--- src/rtl/jtag_scan_sequencer_pkg.sv ---
// Shared JTAG types: TAP state encoding, scan phases, and width legality helpers.
// Latency: none (types and pure functions only).
// Backpressure: not applicable.
package jtag_scan_sequencer_pkg;

  localparam int JTAG_MAX_INSTR_WIDTH  = 5;
  localparam int JTAG_MAX_VECTOR_WIDTH = 32;

  // IEEE 1149.1 TAP controller states, using the customary 4-bit encoding
  typedef enum logic [3:0] {
    TAP_EXIT2_DR  = 4'h0,
    TAP_EXIT1_DR  = 4'h1,
    TAP_SHIFT_DR  = 4'h2,
    TAP_PAUSE_DR  = 4'h3,
    TAP_SEL_IR    = 4'h4,
    TAP_UPDATE_DR = 4'h5,
    TAP_CAPT_DR   = 4'h6,
    TAP_SEL_DR    = 4'h7,
    TAP_EXIT2_IR  = 4'h8,
    TAP_EXIT1_IR  = 4'h9,
    TAP_SHIFT_IR  = 4'hA,
    TAP_PAUSE_IR  = 4'hB,
    TAP_IDLE      = 4'hC,
    TAP_UPDATE_IR = 4'hD,
    TAP_CAPT_IR   = 4'hE,
    TAP_RESET     = 4'hF
  } tap_state_e;

  // Which part of a scan request the sequencer is currently walking
  typedef enum logic [1:0] {
    PH_IDLE = 2'd0,
    PH_TRST = 2'd1,
    PH_IR   = 2'd2,
    PH_DR   = 2'd3
  } scan_phase_e;

  // DR widths the target supports
  function automatic logic vec_width_ok(input logic [5:0] w);
    return (w == 6'd8) || (w == 6'd16) || (w == 6'd24) || (w == 6'd32);
  endfunction

  // IR widths the target supports
  function automatic logic instr_width_ok(input logic [2:0] w);
    return (w == 3'd3) || (w == 3'd4) || (w == 3'd5);
  endfunction

endpackage

--- src/rtl/jtag_scan_sequencer_tracker.sv ---
// Mirrors the target TAP controller: IEEE 1149.1 next-state function plus state register.
// Latency: state follows tms one clk later; force_reset_i overrides tms for that edge.
// Backpressure: none, advances every clk.
module jtag_scan_sequencer_tracker
  import jtag_scan_sequencer_pkg::*;
(
  input  logic       clk_i,
  input  logic       rst_ni,
  input  logic       tms_i,
  input  logic       force_reset_i,
  output tap_state_e state_o
);

  tap_state_e state_q, state_d;

  // Standard TAP transition table, including Pause/Exit2 arcs the sequencer never uses
  always_comb begin
    state_d = state_q;
    case (state_q)
      TAP_RESET:     state_d = tms_i ? TAP_RESET     : TAP_IDLE;
      TAP_IDLE:      state_d = tms_i ? TAP_SEL_DR    : TAP_IDLE;
      TAP_SEL_DR:    state_d = tms_i ? TAP_SEL_IR    : TAP_CAPT_DR;
      TAP_CAPT_DR:   state_d = tms_i ? TAP_EXIT1_DR  : TAP_SHIFT_DR;
      TAP_SHIFT_DR:  state_d = tms_i ? TAP_EXIT1_DR  : TAP_SHIFT_DR;
      TAP_EXIT1_DR:  state_d = tms_i ? TAP_UPDATE_DR : TAP_PAUSE_DR;
      TAP_PAUSE_DR:  state_d = tms_i ? TAP_EXIT2_DR  : TAP_PAUSE_DR;
      TAP_EXIT2_DR:  state_d = tms_i ? TAP_UPDATE_DR : TAP_SHIFT_DR;
      TAP_UPDATE_DR: state_d = tms_i ? TAP_SEL_DR    : TAP_IDLE;
      TAP_SEL_IR:    state_d = tms_i ? TAP_RESET     : TAP_CAPT_IR;
      TAP_CAPT_IR:   state_d = tms_i ? TAP_EXIT1_IR  : TAP_SHIFT_IR;
      TAP_SHIFT_IR:  state_d = tms_i ? TAP_EXIT1_IR  : TAP_SHIFT_IR;
      TAP_EXIT1_IR:  state_d = tms_i ? TAP_UPDATE_IR : TAP_PAUSE_IR;
      TAP_PAUSE_IR:  state_d = tms_i ? TAP_EXIT2_IR  : TAP_PAUSE_IR;
      TAP_EXIT2_IR:  state_d = tms_i ? TAP_UPDATE_IR : TAP_SHIFT_IR;
      TAP_UPDATE_IR: state_d = tms_i ? TAP_SEL_DR    : TAP_IDLE;
      default:       state_d = TAP_RESET;
    endcase
    if (force_reset_i) begin
      state_d = TAP_RESET;
    end
  end

  // State register; async reset puts the model in Test-Logic-Reset like the target
  always_ff @(posedge clk_i or negedge rst_ni) begin
    if (!rst_ni) begin
      state_q <= TAP_RESET;
    end else begin
      state_q <= state_d;
    end
  end

  assign state_o = state_q;

endmodule

--- src/rtl/jtag_scan_sequencer.sv ---
// JTAG scan engine: optional TRST pulse, IR shift of an opcode, DR shift of a vector with tdo capture.
// Latency: done 10+Wir+Wdr clks after accept from Idle (+1 from Reset, +TRST_CYCLES+1 with trst).
// Backpressure: start is only accepted while busy=0 in Reset/Idle; otherwise it is ignored.
module jtag_scan_sequencer
  import jtag_scan_sequencer_pkg::*;
#(
  parameter int MAX_VECTOR_WIDTH = JTAG_MAX_VECTOR_WIDTH,
  parameter int MAX_INSTR_WIDTH  = JTAG_MAX_INSTR_WIDTH,
  parameter int TRST_CYCLES      = 2
) (
  input  logic                        clk,
  input  logic                        reset,
  input  logic                        start,
  input  logic [5:0]                  cfgVectorWidth,
  input  logic [2:0]                  cfgInstrWidth,
  input  logic [MAX_INSTR_WIDTH-1:0]  cfgOpcode,
  input  logic                        cfgTrstEnable,
  input  logic [MAX_VECTOR_WIDTH-1:0] testVector,
  input  logic                        tdoIn,
  output logic                        tms,
  output logic                        tdi,
  output logic                        trstN,
  output logic                        busy,
  output logic                        done,
  output logic                        error,
  output logic [MAX_VECTOR_WIDTH-1:0] capturedVector,
  output logic [3:0]                  tapState
);

  localparam int CW = $clog2(MAX_VECTOR_WIDTH);
  localparam int IW = $clog2(MAX_INSTR_WIDTH);

  scan_phase_e                 phase_q;
  logic [CW-1:0]               cnt_q;
  logic [5:0]                  vw_q;
  logic [2:0]                  iw_q;
  logic [MAX_INSTR_WIDTH-1:0]  opcode_q;
  logic [MAX_VECTOR_WIDTH-1:0] vector_q;
  logic [MAX_VECTOR_WIDTH-1:0] cap_q;
  logic                        done_q;
  logic                        error_q;
  tap_state_e                  tap_q;

  logic accept;
  logic legal;
  logic ir_last;
  logic dr_last;
  logic trst_last;
  logic force_reset;

  assign busy        = (phase_q != PH_IDLE);
  assign accept      = start && !busy && ((tap_q == TAP_RESET) || (tap_q == TAP_IDLE));
  assign legal       = vec_width_ok(cfgVectorWidth) && instr_width_ok(cfgInstrWidth);
  assign ir_last     = (cnt_q == (CW'(iw_q) - CW'(1)));
  assign dr_last     = (cnt_q == CW'(vw_q - 6'd1));
  assign trst_last   = (cnt_q == CW'(TRST_CYCLES - 1));
  // Pull the model into Reset from the accept edge so it matches the target during trstN low
  assign force_reset = (accept && legal && cfgTrstEnable) || (phase_q == PH_TRST);

  jtag_scan_sequencer_tracker u_tracker (
    .clk_i         (clk),
    .rst_ni        (reset),
    .tms_i         (tms),
    .force_reset_i (force_reset),
    .state_o       (tap_q)
  );

  // tms steers the TAP along the fixed IR-then-DR path; SelectDr is visited in both phases
  always_comb begin
    tms = 1'b1;
    case (phase_q)
      PH_IDLE: tms = (tap_q == TAP_RESET);
      PH_TRST: tms = 1'b1;
      PH_IR: begin
        case (tap_q)
          TAP_RESET:     tms = 1'b0;
          TAP_IDLE:      tms = 1'b1;
          TAP_SEL_DR:    tms = 1'b1;
          TAP_SEL_IR:    tms = 1'b0;
          TAP_CAPT_IR:   tms = 1'b0;
          TAP_SHIFT_IR:  tms = ir_last;
          TAP_EXIT1_IR:  tms = 1'b1;
          TAP_UPDATE_IR: tms = 1'b1;
          default:       tms = 1'b1;
        endcase
      end
      PH_DR: begin
        case (tap_q)
          TAP_SEL_DR:    tms = 1'b0;
          TAP_CAPT_DR:   tms = 1'b0;
          TAP_SHIFT_DR:  tms = dr_last;
          TAP_EXIT1_DR:  tms = 1'b1;
          TAP_UPDATE_DR: tms = 1'b0;
          default:       tms = 1'b1;
        endcase
      end
      default: tms = 1'b1;
    endcase
  end

  // tdi carries data only in the Shift states, LSB first
  always_comb begin
    tdi = 1'b0;
    if (tap_q == TAP_SHIFT_IR) begin
      tdi = opcode_q[cnt_q[IW-1:0]];
    end else if (tap_q == TAP_SHIFT_DR) begin
      tdi = vector_q[cnt_q];
    end
  end

  // Phase FSM, bit counter, config latch and tdo capture
  always_ff @(posedge clk or negedge reset) begin
    if (!reset) begin
      phase_q  <= PH_IDLE;
      cnt_q    <= '0;
      vw_q     <= '0;
      iw_q     <= '0;
      opcode_q <= '0;
      vector_q <= '0;
      cap_q    <= '0;
      done_q   <= 1'b0;
      error_q  <= 1'b0;
    end else begin
      done_q  <= 1'b0;
      error_q <= 1'b0;
      case (phase_q)
        PH_IDLE: begin
          if (accept) begin
            if (legal) begin
              vw_q     <= cfgVectorWidth;
              iw_q     <= cfgInstrWidth;
              opcode_q <= cfgOpcode;
              vector_q <= testVector;
              cap_q    <= '0;
              cnt_q    <= '0;
              phase_q  <= cfgTrstEnable ? PH_TRST : PH_IR;
            end else begin
              error_q <= 1'b1;
            end
          end
        end
        PH_TRST: begin
          if (trst_last) begin
            cnt_q   <= '0;
            phase_q <= PH_IR;
          end else begin
            cnt_q <= cnt_q + CW'(1);
          end
        end
        PH_IR: begin
          cnt_q <= (tap_q == TAP_SHIFT_IR) ? cnt_q + CW'(1) : '0;
          if (tap_q == TAP_UPDATE_IR) begin
            phase_q <= PH_DR;
          end
        end
        PH_DR: begin
          cnt_q <= (tap_q == TAP_SHIFT_DR) ? cnt_q + CW'(1) : '0;
          if (tap_q == TAP_SHIFT_DR) begin
            cap_q[cnt_q] <= tdoIn;
          end
          if (tap_q == TAP_UPDATE_DR) begin
            phase_q <= PH_IDLE;
            done_q  <= 1'b1;
          end
        end
        default: phase_q <= PH_IDLE;
      endcase
    end
  end

  assign trstN          = (phase_q != PH_TRST);
  assign done           = done_q;
  assign error          = error_q;
  assign capturedVector = cap_q;
  assign tapState       = tap_q;

endmodule

--- config.mk ---
export PLATFORM = sky130hd
export DESIGN_NAME = jtag_scan_sequencer
export DESIGN_NICKNAME = d
export VERILOG_FILES = /design/src/rtl/jtag_scan_sequencer_pkg.sv /design/src/rtl/jtag_scan_sequencer_tracker.sv /design/src/rtl/jtag_scan_sequencer.sv
export SDC_FILE = /design/constraint.sdc
export NUM_CORES = 1
export LEC_CHECK = 0
export CAP_MARGIN = 20
export CORE_MARGIN = 4
export CORE_UTILIZATION = 53
export CTS_CLUSTER_DIAMETER = 40
export DETAILED_ROUTE_END_ITERATION = 8
export HOLD_SLACK_MARGIN = 0.08
export PLACE_DENSITY = 0.82
export SLEW_MARGIN = 20
export SYNTH_ARGS = -nofsm -noshare
export SYNTH_HDL_FRONTEND = slang
export SYNTH_SLANG_ARGS = --single-unit
--- constraint.sdc ---
create_clock -name clk -period 2.7 [get_ports clk]
set_input_delay 0.54 -clock clk [delete_from_list [all_inputs] [get_ports clk]]
set_output_delay 0.54 -clock clk [all_outputs]
set_load 0.01 [all_outputs]
==> impl_metrics.json, run 1 <==
{
  "cts_root_buf": "clkbuf_8",
  "firstDrtPassIters": 5,
  "slew_headroom_pct": 60.5,
  "maxCapViolations": 0,
  "yosys_warnings": 0,
  "place_hpwl_um": 8610,
  "path_max_fanout": 6,
  "antenna_left": 0,
  "placed_area_mm2": 0.00600,
  "die-area_mm2": 0.0109,
  "endpoint_kind": "output port",
  "power.density_mw_per_mm2": 690,
  "synthSimpleGateAreaFrac_pct": 13.0,
  "path_clk_slew_ns": 0.09,
  "synth_edf_count": 0,
  "place_ws_ns": -0.0906,
  "synth_compound_area_share_pct": 15.9,
  "start_util_pct": 55.4,
  "status": "complete, no violations",
  "setup_viol": 0,
  "cts_hold_buf": 0,
  "synth_mux_area_share_pct": 15.2,
  "layout.nets": 628,
  "die_y_um": 104,
  "vias": 4019,
  "required_ns": 2.16,
  "hold_path_class": "primary input to asynchronous set/reset pin",
  "cpPeakStageDelay_ns": 0.50,
  "rsz0062_at_grt": "true",
  "overflow": 0,
  "post-route-period-util_pct": 97.9,
  "yosys_most_used_dff": "dfrtp_1",
  "drive_above_1_share_pct": 21.7,
  "htreeDepth": 3,
  "die_w_um": 104,
  "fin_skew_ns": 0.00925,
  "max_slew.worst_pin.slew_ns": 0.592,
  "syn_area_mm2": 0.00490,
  "ios": 93,
  "yosysUniqueCellTypes": 63,
  "antenna_cells": 0,
  "peakVddDrop_v": 0.000381,
  "setup_ws_ns": 0.0568,
  "row_count": 34,
  "worstPathCellList": "buf_6, mux4_2, a31oi_1, o22ai_1, nor2_1, a211oi_2, buf_2",
  "power_leakage_nw": 2.73,
  "drc": 0,
  "grt_max_degree": 57,
  "grt_use_total_pct": 21.7,
  "drt-initial-drc-count": 273,
  "avgRoutedWirePerCell_um": 17.3,
  "synth.yosys.seq_area_share_pct": 46.0,
  "cts_inserted_buffers": 9,
  "ys_ff_latch": 90,
  "critPathSlowestCell": "mux4_2",
  "fmax_mhz": 378,
  "syn2layout_area_growth_pct": 27.3,
  "start_kind": "register",
  "cts_tree": "done",
  "clk_path_buf_depth": 2,
  "synth_top_family_by_area": "compound AO/OA/AOI/OAI gates",
  "async_flop_share_pct": 100,
  "gp_congestion": 0.860,
  "hold_viol": 0,
  "final-max-slew-violation-count": 0,
  "design_area_mm2": 0.00624,
  "worstSkewPairLatency_ns": 0.35,
  "port_buffers": 92,
  "grt_pass1_vias": 3899,
  "arrival_ns": 2.10,
  "postLayoutCoreUtil_pct": 70.6,
  "critical_path_buf_inv_count": 2,
  "viasPerCell": 5.91,
  "fp.coreArea_mm2": 0.00885,
  "syn_nets": 531,
  "antenna_found_initial": 0,
  "grt_pass1_wl_um": 19300,
  "synthXorXnorAreaFrac_pct": 2.14,
  "post-route-min-period_ns": 2.64,
  "critPathTopFamily": "multiplexers",
  "avgSynthCellArea_um2": 10.4,
  "drt_wl_total_um": 11800,
  "crit_type": "register to output port",
  "yosys.area_share.adder_pct": 2.55,
  "synthCells": 470,
  "cts_sinks": 90
}
final timing paths:
path	endpoint	from	cells past startpoint	slack, ns
min in group clk	vector_q[20]$_DFFE_PN0P_	vector_q[20]$_DFFE_PN0P_	1	0.51
setup reg to reg	capturedVector[30]$_DFFE_PN0P_	u_tracker.state_o[2]$_DFF_PN1_	8	0.28
hold reg to reg	vector_q[20]$_DFFE_PN0P_	vector_q[20]$_DFFE_PN0P_	1	0.51
hold / removal	capturedVector[10]$_DFFE_PN0P_	reset	1	0.14
max in group asynchronous	vw_q[0]$_DFFE_PN0P_	reset	2	1.90
setup / recovery	tdi	cnt_q[0]$_DFFE_PN0P_	7	0.06
power by group:
| part | total, W | switching (W) | internal [W] |
|---|---|---|---|
| logic | 0.00169 | 0.000900 | 0.000791 |
| registers | 0.00169 | 0.000152 | 0.00153 |
| clock network | 0.000934 | 0.000498 | 0.000436 |
worst reg2reg max path: stages, from the launching register on:
cell	delay [ns]
dfstp_2	0.60
buf_4	0.16
and2_2	0.14
and4_1	0.23
nand4_1	0.28
a21o_1	0.28
buf_4	0.23
a21oi_1	0.23
o21ai_0	0.13
per-layer routing:
| layer | global-route usage, % | up-vias | routed length [um] |
|---|---|---|---|
| li1 | - | 1889 | - |
| met1 | 29.1 | 1982 | 5030 |
| met2 | 36.7 | 131 | 5990 |
| met3 | 4.03 | 17 | 578 |
| met4 | 5.03 | 0 | 149 |
| met5 | 0 | - | 0 |
sequential cells by signal, summed over array words and instances, names as in the netlist:
signal,count
u_tracker.state_o,4
done,1
vw_q,5
error,1
cnt_q,5
vector_q,32
phase_q,2
iw_q,3
opcode_q,5
capturedVector,32
cells by family (layout without fill, tap and decap cells):
logic type / after synthesis / after routing
buffers and inverters: 49 / 151
AND/OR/NAND/NOR: 126 / 126
XOR/XNOR: 12 / 12
AO/OA/AOI/OAI: 125 / 125
flip-flops: 90 / 90
multiplexers: 58 / 58
adder cells (fa/ha/maj): 10 / 10
through the flow:
stage / hold WS [ns] / std cells / power (W) / setup TNS [ns]
2_1_floorplan: 0.244 / 470 / 0.00283 / 0
3_3_place_gp: 0.482 / 663 / 0.00333 / -0.0429
3_5_place_dp: 0.494 / 663 / 0.00339 / -0.0906
4_1_cts: 0.140 / 680 / 0.00433 / 0
5_1_grt: 0.154 / 680 / 0.00456 / -0.0686
6_report: 0.139 / 680 / 0.00431 / 0
cell usage in the layout, fill, tap and decap left out, types with 10 or more instances in the layout:
master           synthesis  layout
a21oi_1                 40      40
a22o_1                  13      13
buf_4                    3      25
clkdlybuf4s50_1          0      89
dfrtp_1                 86      84
inv_1                   14      14
mux2_2                  43      43
nand2_1                 52      52
nand3_1                 24      24
nor2_1                  11      11
o21ai_0                 42      41
xnor2_1                 10      10
synthesized netlist by cell type, drive strengths merged, types with 2 or more instances:
library cell / number / area share, %
nor2b: 3 / 0.38
ha: 10 / 2.6
inv: 14 / 1.1
nand4: 3 / 0.38
xnor2: 10 / 1.8
nor3: 7 / 0.71
o31ai: 5 / 0.77
nand3: 24 / 2.4
a31oi: 3 / 0.38
nand2b: 4 / 0.51
nand2: 52 / 4.0
dfstp: 4 / 2.1
mux4: 9 / 4.1
nor2: 12 / 1.1
a211oi: 3 / 0.66
a22o: 13 / 2.3
o32a: 2 / 0.43
clkbuf: 13 / 1.4
dfrtp: 86 / 44
xor2: 2 / 0.36
buf: 21 / 2.6
o21ai: 43 / 4.4
a21o: 2 / 0.33
a21oi: 41 / 4.3
and4: 2 / 0.36
mux2i: 6 / 1.2
o22ai: 2 / 0.26
nor3b: 2 / 0.31
mux2: 43 / 9.9
and2: 7 / 0.92
or3: 2 / 0.26
what timing repair did:
| action | CTS | global route |
|---|---|---|
| setup buffers | 1 | 0 |
| resized for setup | 13 | 5 |
| pin swaps | 4 | 5 |
| setup endpoints to repair | 2 | 2 |
cell type report:
cell class / count / area (um^2)
Clock buffer: 9 / 124
Clock inverter: 7 / 77.6
Fill cell: 661 / 2610
Inverter: 15 / 56.3
Multi-Input combinational cell: 331 / 2430
Sequential cell: 90 / 2260
Tap cell: 108 / 135
Timing Repair Buffer: 120 / 1160
Note: power is estimated with default switching activity, not from simulation.
==> run 2: changes to the inputs <==
Settings changed: CORE_ASPECT_RATIO set to 1.1, SETUP_SLACK_MARGIN set to 0.4.
==> run 2 against run 1 <==
The flow now finishes with violations (setup timing). Register-to-register slack gained 0.17 ns. Sequential power is essentially flat. Final area grew 6.6%. Via count grew 5.9%. Largest cell class unchanged. Combinational power grew 30%. Sequential cell count is the same.
==> impl_metrics.json, run 2 (same netlist as run 1, synthesis figures left out) <==
{
  "cts_tree": "done",
  "start_kind": "register",
  "final-max-slew-violation-count": 0,
  "cpPeakStageDelay_ns": 0.48,
  "grt_max_degree": 57,
  "final.setup.tns_ns": -0.0116,
  "overflow": 0,
  "cts_hold_buf": 0,
  "hold_viol": 0,
  "setup_viol": 1,
  "gp_congestion": 0.913,
  "antenna_left": 0,
  "p_switching_w": 0.00173,
  "antenna_cells": 0,
  "htreeDepth": 3,
  "mostFrequentLayoutCells": "clkdlybuf4s50_1, dfrtp_1, nand2_1",
  "die-area_mm2": 0.0109,
  "drive_above_1_share_pct": 28.0,
  "cts_root_buf": "clkbuf_8",
  "ios": 93,
  "drt_wl_total_um": 13300,
  "clk_path_buf_depth": 2,
  "avgRoutedWirePerCell_um": 18.6,
  "cts_sinks": 90,
  "drt-initial-drc-count": 364,
  "vias": 4255,
  "path_max_fanout": 4,
  "worstPathCellList": "buf_4, mux4_2, nor3b_2, a31oi_1, o22ai_1, nor2_1, a211oi_2, buf_2",
  "dp.cells": 672,
  "drc": 0,
  "firstDrtPassIters": 5,
  "power_frac_seq_pct": 35.1,
  "path_clk_slew_ns": 0.09,
  "die_w_um": 99.7,
  "final_common_cell": "clkdlybuf4s50_1",
  "post-route-min-period_ns": 2.71,
  "row_count": 36,
  "setup_ws_ns": -0.0116,
  "port_buffers": 92,
  "cts_inserted_buffers": 9,
  "pwr-share-clk_pct": 18.8,
  "fin_worst_hold_slack_ns": 0.148,
  "grt_pass1_wl_um": 19900,
  "grt_use_total_pct": 23.2,
  "viasPerCell": 5.97,
  "post-route-period-util_pct": 100,
  "worstSkewPairLatency_ns": 0.37,
  "syn2layout_area_growth_pct": 35.7,
  "die_y_um": 109,
  "place_hpwl_um": 8580,
  "fmax_mhz": 369,
  "postLayoutCoreUtil_pct": 74.2,
  "slew_headroom_pct": 58.4,
  "start_util_pct": 54.7,
  "fin_cells": 713,
  "p_sw_share_pct": 36.1,
  "combinationalPowerShare_pct": 46.1,
  "violations": "setup timing",
  "intPower_w": 0.00306,
  "fin_skew_ns": 0.00861,
  "max_slew.worst_pin.slew_ns": 0.621,
  "maxCapViolations": 0,
  "rsz0062_at_grt": "true",
  "fp.coreArea_mm2": 0.00896,
  "peakVddDrop_v": 0.000443,
  "endpoint_kind": "output port",
  "layout.nets": 655,
  "reg2reg_depth": 9,
  "required_ns": 2.16,
  "arrival_ns": 2.17,
  "power_leakage_nw": 2.92,
  "critPathSlowestCell": "mux4_2",
  "place_ws_ns": -0.0119,
  "hold_path_class": "primary input to asynchronous set/reset pin",
  "antenna_found_initial": 0,
  "nFillCells": 583,
  "status": "finished, violations left",
  "grt_pass1_vias": 4104,
  "power.density_mw_per_mm2": 718,
  "crit_type": "register to output port"
}
[run 2: changes by cell type in the layout (fill, tap and decap cells not counted), moves of 4 or more]
cell	before	now
buf_6	1	6
o21ai_0	41	25
clkbuf_1	0	4
o21ai_1	1	16
a21oi_2	1	9
buf_4	25	40
a21oi_1	40	31
[run 2: area by class of cell]
class	count	area, um^2	share of cell area (%)
Timing Repair Buffer	146	1470	22.0
Clock buffer	13	139	2.09
Sequential cell	90	2260	34.0
Tap cell	114	143	2.14
Clock inverter	3	42.5	0.639
Multi-Input combinational cell	332	2550	38.3
Inverter	15	56.3	0.846
[run 2: stage by stage]
stage / total power, W / cell area [um^2]
after detailed placement: 0.00339 / 6030
after CTS: 0.00435 / 6340
after global placement: 0.00332 / 6030
final: 0.00478 / 6660
after global routing: 0.00501 / 6660
after floorplan: 0.00283 / 4900
[run 2: per-layer routing]
layer	wire length [um]	GRT usage, %
met5	0	0
met4	345	9.85
met3	891	4.80
met2	6600	38.0
met1	5460	30.1
[run 2: critical path: cells and delay by family (launching register included)]
family | cells | cell delay (ns)
AO/OA/AOI/OAI | 3 | 0.33
buffers and inverters | 2 | 0.28
flip-flops | 1 | 0.41
multiplexers | 1 | 0.48
AND/OR/NAND/NOR | 2 | 0.30
[run 2: final timing paths]
check | slack, ns | to | startpoint
max in group asynchronous | 1.87 | cnt_q[3]$_DFFE_PN0P_ | reset
min in group clk | 0.51 | vector_q[11]$_DFFE_PN0P_ | vector_q[11]$_DFFE_PN0P_
setup reg to reg | 0.45 | opcode_q[1]$_DFFE_PN0P_ | u_tracker.state_o[1]$_DFF_PN1_
hold reg to reg | 0.51 | vector_q[11]$_DFFE_PN0P_ | vector_q[11]$_DFFE_PN0P_
setup / recovery | -0.01 | tdi | cnt_q[0]$_DFFE_PN0P_
hold / removal | 0.15 | error$_DFF_PN0_ | reset
[run 2: what timing repair did]
action	4_1_cts	5_1_grt
pin swaps	4	12
endpoints found under the setup margin	6	21
gates resized for setup	18	58
cloned	0	4
buffers inserted	13	8
[run 2: power by group through the flow]
stage | combinational [W] | sequential (W) | clock [W]
6_report | 0.00220 | 0.00168 | 0.000900
3_5_place_dp | 0.00167 | 0.00172 | 0
5_1_grt | 0.00236 | 0.00170 | 0.000955
2_1_floorplan | 0.00116 | 0.00167 | 0
3_3_place_gp | 0.00161 | 0.00171 | 0
4_1_cts | 0.00177 | 0.00168 | 0.000901
